[src/rtl/sb_param_pkg.sv]
// Shared types and constants for the parametrised corner switch block.
// Holds the config-load FSM states, default sizes and the bitstream-length helper.
package sb_param_pkg;

   typedef enum logic [1:0] {
      IDLE = 2'd0,
      LOAD = 2'd1,
      FULL = 2'd2
   } cfg_state_t;

   localparam int CHAN_W_DEF = 11;
   localparam int N_PINS_DEF = 6;
   localparam int SEL_W_DEF  = 3;

   // One select field per driven track, top side plus right side.
   function automatic int sb_cfg_bits(input int chan_w, input int sel_w);
      return 2 * chan_w * sel_w;
   endfunction

endpackage

[src/rtl/sb_cfg_chain.sv]
// Serial configuration chain with bit counter, load FSM, shadow register and error flag.
// Optional even-parity bit on the chain when SB_CFG_PARITY_EN is defined.
//
// state | meaning
// IDLE  | no bits loaded since the last commit or reset
// LOAD  | partial bitstream in the chain
// FULL  | exactly one bitstream loaded, commit allowed
module sb_cfg_chain
   import sb_param_pkg::*;
#(
   parameter int TOTAL = 66
) (
   input  logic             prog_clk,
   input  logic             prog_reset_n,
   input  logic             ccff_head,
   input  logic             ccff_shift_en,
   input  logic             cfg_commit,
   output logic [TOTAL-1:0] shadow,
   output logic             ccff_tail,
   output logic             cfg_done,
   output logic             cfg_err
);

`ifdef SB_CFG_PARITY_EN
   localparam int CL = TOTAL + 1;
`else
   localparam int CL = TOTAL;
`endif
   localparam int CW = $clog2(CL + 1);
   localparam logic [CW-1:0] CNT_FULL = CW'(CL);
   localparam logic [CW-1:0] CNT_LAST = CW'(CL - 1);

   cfg_state_t    state, state_nxt;
   logic [CL-1:0] chain;
   logic [CW-1:0] cnt;
   logic          parity_ok;
   logic          commit_ok;
   logic          err_set;

`ifdef SB_CFG_PARITY_EN
   assign parity_ok = ~(^chain);
`else
   assign parity_ok = 1'b1;
`endif

   always_comb begin
      state_nxt = state;
      commit_ok = 1'b0;
      err_set   = 1'b0;
      // A commit is only honoured on a quiet, complete, parity-clean chain.
      if (cfg_commit) begin
         if (state == FULL && !ccff_shift_en && parity_ok)
            commit_ok = 1'b1;
         else
            err_set = 1'b1;
      end
      if (ccff_shift_en && cnt == CNT_FULL)
         err_set = 1'b1;
      case (state)
         IDLE:    if (ccff_shift_en) state_nxt = LOAD;
         LOAD:    if (ccff_shift_en && cnt == CNT_LAST) state_nxt = FULL;
         FULL:    if (commit_ok) state_nxt = IDLE;
         default: state_nxt = IDLE;
      endcase
   end

   assign cfg_done = (state == FULL);

   always_ff @(posedge prog_clk or negedge prog_reset_n) begin
      if (!prog_reset_n) begin
         state     <= IDLE;
         chain     <= '0;
         cnt       <= '0;
         shadow    <= '0;
         ccff_tail <= 1'b0;
         cfg_err   <= 1'b0;
      end else begin
         state <= state_nxt;
         if (ccff_shift_en) begin
            chain     <= {chain[CL-2:0], ccff_head};
            ccff_tail <= chain[CL-1];
            if (cnt != CNT_FULL)
               cnt <= cnt + CW'(1);
         end
         if (commit_ok) begin
            shadow <= chain[TOTAL-1:0];
            cnt    <= '0;
         end
         if (err_set)
            cfg_err <= 1'b1;
      end
   end

endmodule

[src/rtl/sb_corner_param.sv]
// Bottom-left corner switch block: select-muxes on every top/right track, selects from a shadowed config chain.
// Build option: SB_CFG_PARITY_EN adds a parity bit to the configuration chain.
module sb_corner_param
   import sb_param_pkg::*;
#(
   parameter int CHAN_W = CHAN_W_DEF,
   parameter int N_PINS = N_PINS_DEF,
   parameter int SEL_W  = SEL_W_DEF
) (
   input  logic              prog_clk,
   input  logic              prog_reset_n,
   input  logic              ccff_head,
   input  logic              ccff_shift_en,
   input  logic              cfg_commit,
   input  logic [CHAN_W-1:0] chany_top_in,
   input  logic [CHAN_W-1:0] chanx_right_in,
   input  logic              top_pin_in,
   input  logic [N_PINS-1:0] right_pin_in,
   output logic [CHAN_W-1:0] chany_top_out,
   output logic [CHAN_W-1:0] chanx_right_out,
   output logic              ccff_tail,
   output logic              cfg_done,
   output logic              cfg_err
);

   localparam int TOTAL = sb_cfg_bits(CHAN_W, SEL_W);

   logic [TOTAL-1:0] shadow;

   sb_cfg_chain #(.TOTAL(TOTAL)) u_cfg_chain (
      .prog_clk      (prog_clk),
      .prog_reset_n  (prog_reset_n),
      .ccff_head     (ccff_head),
      .ccff_shift_en (ccff_shift_en),
      .cfg_commit    (cfg_commit),
      .shadow        (shadow),
      .ccff_tail     (ccff_tail),
      .cfg_done      (cfg_done),
      .cfg_err       (cfg_err)
   );

   for (genvar j = 0; j < CHAN_W; j++) begin : g_top
      logic [SEL_W-1:0] sel;
      assign sel = shadow[j*SEL_W +: SEL_W];
      assign chany_top_out[j] = (sel == '0)         ? chanx_right_in[j] :
                                (sel == SEL_W'(1))  ? top_pin_in        : 1'b0;
   end

   // Unused select codes above N_PINS park the track at 0.
   for (genvar i = 0; i < CHAN_W; i++) begin : g_right
      logic [SEL_W-1:0] sel;
      logic             mux_o;
      assign sel = shadow[(CHAN_W+i)*SEL_W +: SEL_W];
      always_comb begin
         mux_o = 1'b0;
         if (sel == '0)
            mux_o = chany_top_in[i];
         for (int k = 0; k < N_PINS; k++)
            if (sel == SEL_W'(k + 1))
               mux_o = right_pin_in[k];
      end
      assign chanx_right_out[i] = mux_o;
   end

endmodule

[config.mk]
export PLATFORM = sky130hd
export DESIGN_NAME = sb_corner_param
export DESIGN_NICKNAME = d
export VERILOG_FILES = /design/src/rtl/sb_param_pkg.sv /design/src/rtl/sb_cfg_chain.sv /design/src/rtl/sb_corner_param.sv
export SDC_FILE = /design/constraint.sdc
export NUM_CORES = 1
export LEC_CHECK = 0
export CORE_MARGIN = 4
export CORE_UTILIZATION = 60
export CTS_CLUSTER_SIZE = 16
export DETAILED_ROUTE_END_ITERATION = 12
export GPL_TIMING_DRIVEN = 1
export PLACE_DENSITY = 0.93
export SYNTH_ARGS = -nofsm -noshare
export SYNTH_HDL_FRONTEND = slang
export SYNTH_HIERARCHICAL = 1
export SYNTH_SLANG_ARGS = --single-unit
[constraint.sdc]
create_clock -name prog_clk -period 5.4 [get_ports prog_clk]
set_input_delay 1.62 -clock prog_clk [delete_from_list [all_inputs] [get_ports prog_clk]]
set_output_delay 1.62 -clock prog_clk [all_outputs]
set_load 0.02 [all_outputs]
==> results of run 1 <==
## routing by layer
metal,GRT usage (%),share of wire [%],vias up
met4,7.06,2.0,0
li1,-,-,1672
met5,0,0,-
met3,6.50,4.6,18
met1,25.9,42,1911
met2,34.8,51,97
## power groups by stage
| stage | combinational (uW) | sequential, uW | clock, uW |
|---|---|---|---|
| final | 301 | 1310 | 1040 |
| after global routing | 330 | 1320 | 1120 |
| after CTS | 305 | 1300 | 1070 |
| after detailed placement | 298 | 1320 | 0 |
| after global placement | 277 | 1300 | 0 |
| after floorplan | 208 | 1280 | 0 |
## worst min path at each step
stage | end | cells past startpoint | slack (ns) | from
after floorplan | u_cfg_chain/state[0]$_DFFE_PN0P_ | 1 | 0.46 | u_cfg_chain/state[1]$_DFFE_PN0P_
after global placement | u_cfg_chain/cfg_err$_DFFE_PN0P_ | 1 | 0.45 | u_cfg_chain/cfg_err$_DFFE_PN0P_
after detailed placement | u_cfg_chain/cfg_err$_DFFE_PN0P_ | 1 | 0.45 | u_cfg_chain/cfg_err$_DFFE_PN0P_
after CTS | u_cfg_chain/cfg_err$_DFFE_PN0P_ | 1 | 0.46 | u_cfg_chain/cfg_err$_DFFE_PN0P_
after global routing | u_cfg_chain/cfg_err$_DFFE_PN0P_ | 1 | 0.48 | u_cfg_chain/cfg_err$_DFFE_PN0P_
final | u_cfg_chain/cfg_err$_DFFE_PN0P_ | 1 | 0.46 | u_cfg_chain/cfg_err$_DFFE_PN0P_
## cell type report
cell class                      instances  area (um2)
Clock inverter                         13         104
Tap cell                              136         170
Multi-Input combinational cell        252        2600
Sequential cell                       143        3580
Inverter                                4        15.0
Timing Repair Buffer                   66         637
Clock buffer                           19         432
Fill cell                             664        2840
## cells by family after synthesis
logic type                 Yosys count  synth area share (%)
AOI/OAI and AO/OA                   26                  2.64
adders and majority gates            3                 0.586
and+or+nand+nor                     41                  3.26
buffers and inverters               38                  3.65
DFF                                143                  55.9
muxes                              180                  33.7
xor gates and xnor gates             2                 0.274
## flip-flops by register name, indices dropped and copies added (netlist names)
register               cells
u_cfg_chain/cnt            7
u_cfg_chain/state          2
u_cfg_chain/ccff_tail      1
u_cfg_chain/cfg_err        1
u_cfg_chain/chain         66
u_cfg_chain/shadow        66
## stage by stage
step | util [%] | worst slack (ns)
after floorplan | - | 1.16
final | 72.6 | 0.131
after detailed placement | 67.5 | 0.169
after global placement | 67.5 | 0.175
after global routing | 72.6 | 0.0748
after CTS | 72.6 | 0.143
## placed cells by master, fill, tap and decap left out, drive strengths merged
master,synthesis,final
mux4,11,11
and3b,1,1
inv,4,10
a21oi,3,3
or2b,1,1
o22ai,10,10
clkbuf,7,19
nand2b,1,1
or3,2,2
nor2,3,3
nand3b,2,2
mux2,144,144
buf,27,10
a211oi,1,1
o41ai,1,1
nand4,1,1
nand3,2,2
xor2,2,2
clkdlybuf4s50,0,56
clkinvlp,0,2
a21o,2,2
mux2i,25,25
clkinv,0,5
dfrtp,143,143
or4b,1,1
nor3,12,12
o21ai,8,8
nand2,15,15
ha,3,3
a22o,1,1
## critical path: stages
cell	delay, ns
clkdlybuf4s50_1	0.60
mux4_1	0.60
mux2_2	0.29
clkdlybuf4s50_1	0.54
==> metrics.md, run 1 <==
| Metric | Value |
|---|---|
| Synth top area share | `55.9%` |
| RSZ-0062 raised after global routing | `no` |
| Vias in the first global route | `4048` |
| Achievable clock frequency | `190 MHz` |
| Int Power | `1940 uW` |
| Rel. slew slack | `33.1%` |
| Die H | `111 um` |
| Antenna violations before repair | `0` |
| Area Overhead vs Synth | `17.7%` |
| Critical path data required time | `3.78 ns` |
| Clk root buf | `clkbuf_8` |
| Post-synth EDFFs | `0` |
| Mapped Nets | `470` |
| Critical path arrival | `3.65 ns` |
| Switch share | `26.6%` |
| Critical R2R Launch | `u_cfg_chain/state[0]$_DFFE_PN0P_` |
| Min-delay worst type | `reg -> reg` |
| Yosys reg bits | `143` |
| Switch Pwr | `706 uW` |
| Worst setup SP type | `primary input` |
| Wirelength per Cell | `19.2 um` |
| Core footprint | `10400 um2` |
| Clock Skew | `0.00755 ns` |
| Top FF cell, synth | `dfrtp_1` |
| Final net count | `521` |
| Worst-margin pin slew | `1.00 ns` |
| Area contributors post-synth | `dfrtp_1 56%, mux2_2 24%, mux4_1 4.1%` |
| Pwr dens | `352 nW/um2` |
| Clock-pin slew on the worst setup and hold paths | `0.06 ns` |
| Smallest hold slack | `0.458 ns` |
| CP startpoint | `right_pin_in[1]` |
| WL final | `12.1 mm` |
| CTS tree | `built` |
| Endpoints failing setup | `0` |
| MaxCap Viol Count | `0` |
| Final instance area | `7530 um2` |
| Peak supply drop | `260 uV` |
| Mapped Area | `6400 um2` |
| R2r endpoint | `u_cfg_chain/shadow[21]$_DFFE_PN0P_` |
| Status | `complete, no violations` |
| Num ports | `59` |
| CTS H-tree depth | `4` |
| DRC violations left | `0` |
| Dpl cell area | `7000 um2` |
| Post-CTS Resized | `0` |
| Seq/Total Area, Yosys | `55.9%` |
| Diode count | `0` |
| Top-count cell post-synth | `dfrtp_1` |
| GRT Total Usage | `20.8%` |
| CTS Buffer Depth | `2` |
| Worst Setup Path Type | `in -> out` |
| Initial cell density of the core | `61.7%` |
| Width of the die | `111 um` |
| Final hold vios | `0` |
| Post-Layout Cell Count | `633` |
| Fin crit share | `97.6%` |
| Hold_buf cts | `0` |
| Combinational power share | `11.4%` |
| First-pass GRT wire length | `20.6 mm` |
| Final count of pins violating max slew | `0` |
| R2r setup slk | `3.56 ns` |
| Fraction of registers with async set/reset | `100%` |
| Netlist cell types | `34` |
| Final Critical Period | `5.27 ns` |
| Yosys warns | `6` |
| PnR Total Power | `2650 uW` |
| Syn_area_per_cell | `14.8 um2` |
| Total CTS buffers | `17` |
| Detail Route Antenna Nets | `0` |
| Final GP Congestion | `0.788` |
| Dpl cells | `601` |
| Crit Path Max Fanout | `11` |
| Sequential share of power | `49.3%` |
| Share of cells above drive strength 1 | `37.2%` |
| Initial drt markers | `257` |
| Die ar. | `12400 um2` |
| Setup crit end | `chanx_right_out[9]` |
| Setup TNS | `0 ns` |
| Site Rows | `37` |
| Setup crit end kind | `output port` |
| GRT overflow | `0` |
| Vias | `3698` |
| Via/cell ratio | `5.84` |
| Top cells by count, synth | `143 x dfrtp_1, 138 x mux2_2, 25 x mux2i_1, 15 x nand2_1` |
| Clock Power Share | `39.3%` |
| Yosys top cell by area | `dfrtp_1` |
| Largest net degree at the start of global routing | `117` |
| First-pass DRT Iterations | `4` |
| Post-DP HPWL | `7.67 mm` |
| Postcts setup bufs | `0` |
| Synthesized instance count | `433` |
| LEAKAGE | `0.00349 uW` |
| Clock latency on the worst-skew pair | `0.52 ns` |
| CTS Sinks | `143` |
| # port buffers | `58` |
| Reg2reg path depth | `4` |
(Power assumes the default switching activity.)
==> run 2: changes to the inputs <==
--- a/config.mk
+++ b/config.mk
@@ -9,8 +9,9 @@
 export CORE_UTILIZATION = 60
 export CTS_CLUSTER_SIZE = 16
 export DETAILED_ROUTE_END_ITERATION = 12
+export DONT_BUFFER_PORTS = 1
 export GPL_TIMING_DRIVEN = 1
-export PLACE_DENSITY = 0.93
+export PLACE_DENSITY = 0.86
 export SYNTH_ARGS = -nofsm -noshare
 export SYNTH_HDL_FRONTEND = slang
 export SYNTH_HIERARCHICAL = 1
==> constraint.sdc (replaced) <==
create_clock -name prog_clk -period 5.4 [get_ports prog_clk]
set_input_delay 1.62 -clock prog_clk [delete_from_list [all_inputs] [get_ports prog_clk]]
set_output_delay 1.62 -clock prog_clk [all_outputs]
set_load 0.01 [all_outputs]
==> run 2 against run 1 <==
  * Routed wire length shrank 13%
  * Sequential power is essentially flat
  * Worst hold slack better by 0.037 ns
  * Cell count down 10%
  * Global-route usage is 2.4 points lower
  * Clock power grew 8%
  * Die area unchanged
  * Design area is 7.7% lower
  * Utilization shrank 5.6 points
==> metrics.md, run 2 (synthesized netlist as in run 1, its figures left out) <==
| Metric | Value |
|---|---|
| Critical path data required time | `3.78 ns` |
| Post-Layout Cell Count | `568` |
| Sequential share of power | `49.4%` |
| Post-DP HPWL | `6.62 mm` |
| Final net count | `456` |
| Multi-input logic area | `2600 um2` |
| Clock Power Share | `42.9%` |
| WL final | `10.6 mm` |
| Setup crit end kind | `output port` |
| Endpoints failing setup | `0` |
| Diode count | `0` |
| Site Rows | `37` |
| Crit-path slowest cell | `mux4_1` |
| Detail Route Antenna Nets | `0` |
| Fin crit share | `74.8%` |
| PnR Total Power | `2620 uW` |
| Smallest hold slack | `0.494 ns` |
| CTS tree | `built` |
| Crit Path Max Fanout | `11` |
| # port buffers | `0` |
| Dpl cells | `536` |
| Die H | `111 um` |
| LEAKAGE | `0.00325 uW` |
| Share of cells above drive strength 1 | `41.0%` |
| Combinational power share | `7.7%` |
| Rel. slew slack | `38.7%` |
| Min-delay worst type | `reg -> reg` |
| Clock Skew | `0.00618 ns` |
| Vias | `3399` |
| Worst path cell trace | `mux4_1 > mux2_2` |
| Post-CTS Resized | `0` |
| Achievable clock frequency | `248 MHz` |
| Num ports | `59` |
| Die ar. | `12400 um2` |
| Worst Setup Path Type | `in -> out` |
| Leading cell type in the layout, fill and taps excluded | `dfrtp_1` |
| Worst-margin pin slew | `0.920 ns` |
| Critical path's largest stage delay | `0.49 ns` |
| RSZ-0062 raised after global routing | `no` |
| FF+latch area | `3580 um2` |
| Final hold vios | `0` |
| Filler cell count | `733` |
| Via/cell ratio | `5.98` |
| Area Overhead vs Synth | `8.56%` |
| Final count of pins violating max slew | `0` |
| Wirelength per Cell | `18.6 um` |
| Final GP Congestion | `0.821` |
| MaxCap Viol Count | `0` |
| Switch share | `23.8%` |
| Initial cell density of the core | `61.7%` |
| Clock latency on the worst-skew pair | `0.52 ns` |
| Top Registers | `u_cfg_chain/chain x66, u_cfg_chain/shadow x66, u_cfg_chain/cnt x7` |
| Most frequent cells in the layout | `143 x dfrtp_1, 138 x mux2_2, 25 x mux2i_1, 16 x clkbuf_16, 15 x nand2_1` |
| Layout Utilization | `67.0%` |
| Family with the most delay on the worst path | `multiplexers` |
| First-pass GRT wire length | `18.4 mm` |
| Setup TNS | `0 ns` |
| CP Buf/Inv Count | `0` |
| Final Critical Period | `4.04 ns` |
| First-pass DRT Iterations | `4` |
| Status | `complete, no violations` |
| Clock-pin slew on the worst setup and hold paths | `0.06 ns` |
| Postcts setup bufs | `0` |
| Clk root buf | `clkbuf_8` |
| GRT Total Usage | `18.4%` |
| GRT overflow | `0` |
| CTS Sinks | `143` |
| Largest net degree at the start of global routing | `144` |
| Critical path arrival | `2.42 ns` |
| Switch Pwr | `624 uW` |
| CTS H-tree depth | `4` |
| Total CTS buffers | `17` |
| DRC violations left | `0` |
| Peak supply drop | `254 uV` |
| Core footprint | `10400 um2` |
| Width of the die | `111 um` |
| Hold_buf cts | `0` |
| CTS Buffer Depth | `2` |
| Int Power | `2000 uW` |
| Vias in the first global route | `3657` |
| Pwr dens | `377 nW/um2` |
| Initial drt markers | `225` |
| Antenna violations before repair | `0` |
| Worst setup SP type | `primary input` |
run 2: cell count changes in the layout (fill, tap and decap cells not counted), sizes merged:
cell           previous run  this run
bufinv                    0         2
clkinv                    5         4
clkbuf                   19        18
clkdlybuf4s50            56         0
inv                      10         9
buf                      10         1
clkinvlp                  2         3
run 2: final timing paths:
kind                                                          from                                  to  slack (ns)  cells after the start
max in group asynchronous                             prog_reset_n   u_cfg_chain/chain[65]$_DFFE_PN0P_        4.42                      0
min in group asynchronous                             prog_reset_n  u_cfg_chain/shadow[54]$_DFFE_PN0P_        0.79                      0
worst min-delay path            u_cfg_chain/shadow[25]$_DFFE_PN0P_  u_cfg_chain/shadow[25]$_DFFE_PN0P_        0.49                      1
worst min register to register  u_cfg_chain/shadow[25]$_DFFE_PN0P_  u_cfg_chain/shadow[25]$_DFFE_PN0P_        0.49                      1
worst max register to register    u_cfg_chain/state[0]$_DFFE_PN0P_   u_cfg_chain/shadow[4]$_DFFE_PN0P_        3.32                      4
worst max-delay path                               right_pin_in[1]                  chanx_right_out[7]        1.36                      2
run 2: layer usage:
metal  share of wire (%)  wire [um]  global-route usage, %
met1                  43       4560                   24.6
met5                   0          0                      0
met3                 6.1        641                   6.22
met2                  49       5190                   28.1
met4                 1.6        169                   6.97
run 2: through the flow:
step,area [um2],setup slack (ns)
after detailed placement,6370,1.35
after floorplan,6400,1.18
after global placement,6370,1.36
final,6950,1.36
after CTS,6950,1.35
after global routing,6950,1.33
run 2: layout make-up:
cell class,instances,share of cell area (%)
Timing Repair Buffer,1,0.108
Sequential cell,143,51.5
Tap cell,136,2.45
Multi-Input combinational cell,252,37.4
Inverter,4,0.216
Clock buffer,18,6.16
Clock inverter,14,2.21
run 2: worst reg2reg max path, delay by kind of cell, from the launching register on:
family | cells | cell delay (ns)
buffers and inverters | 1 | 0.70
muxes | 1 | 0.48
DFF | 1 | 0.40
and+or+nand+nor | 2 | 0.39
run 2: power by group through the flow:
stage                     clock network, uW  registers (uW)  logic [uW]
after floorplan                           0            1280         201
after global placement                    0            1300         190
after detailed placement                  0            1310         203
after CTS                              1160            1290         206
after global routing                   1210            1310         228
final                                  1120            1290         202
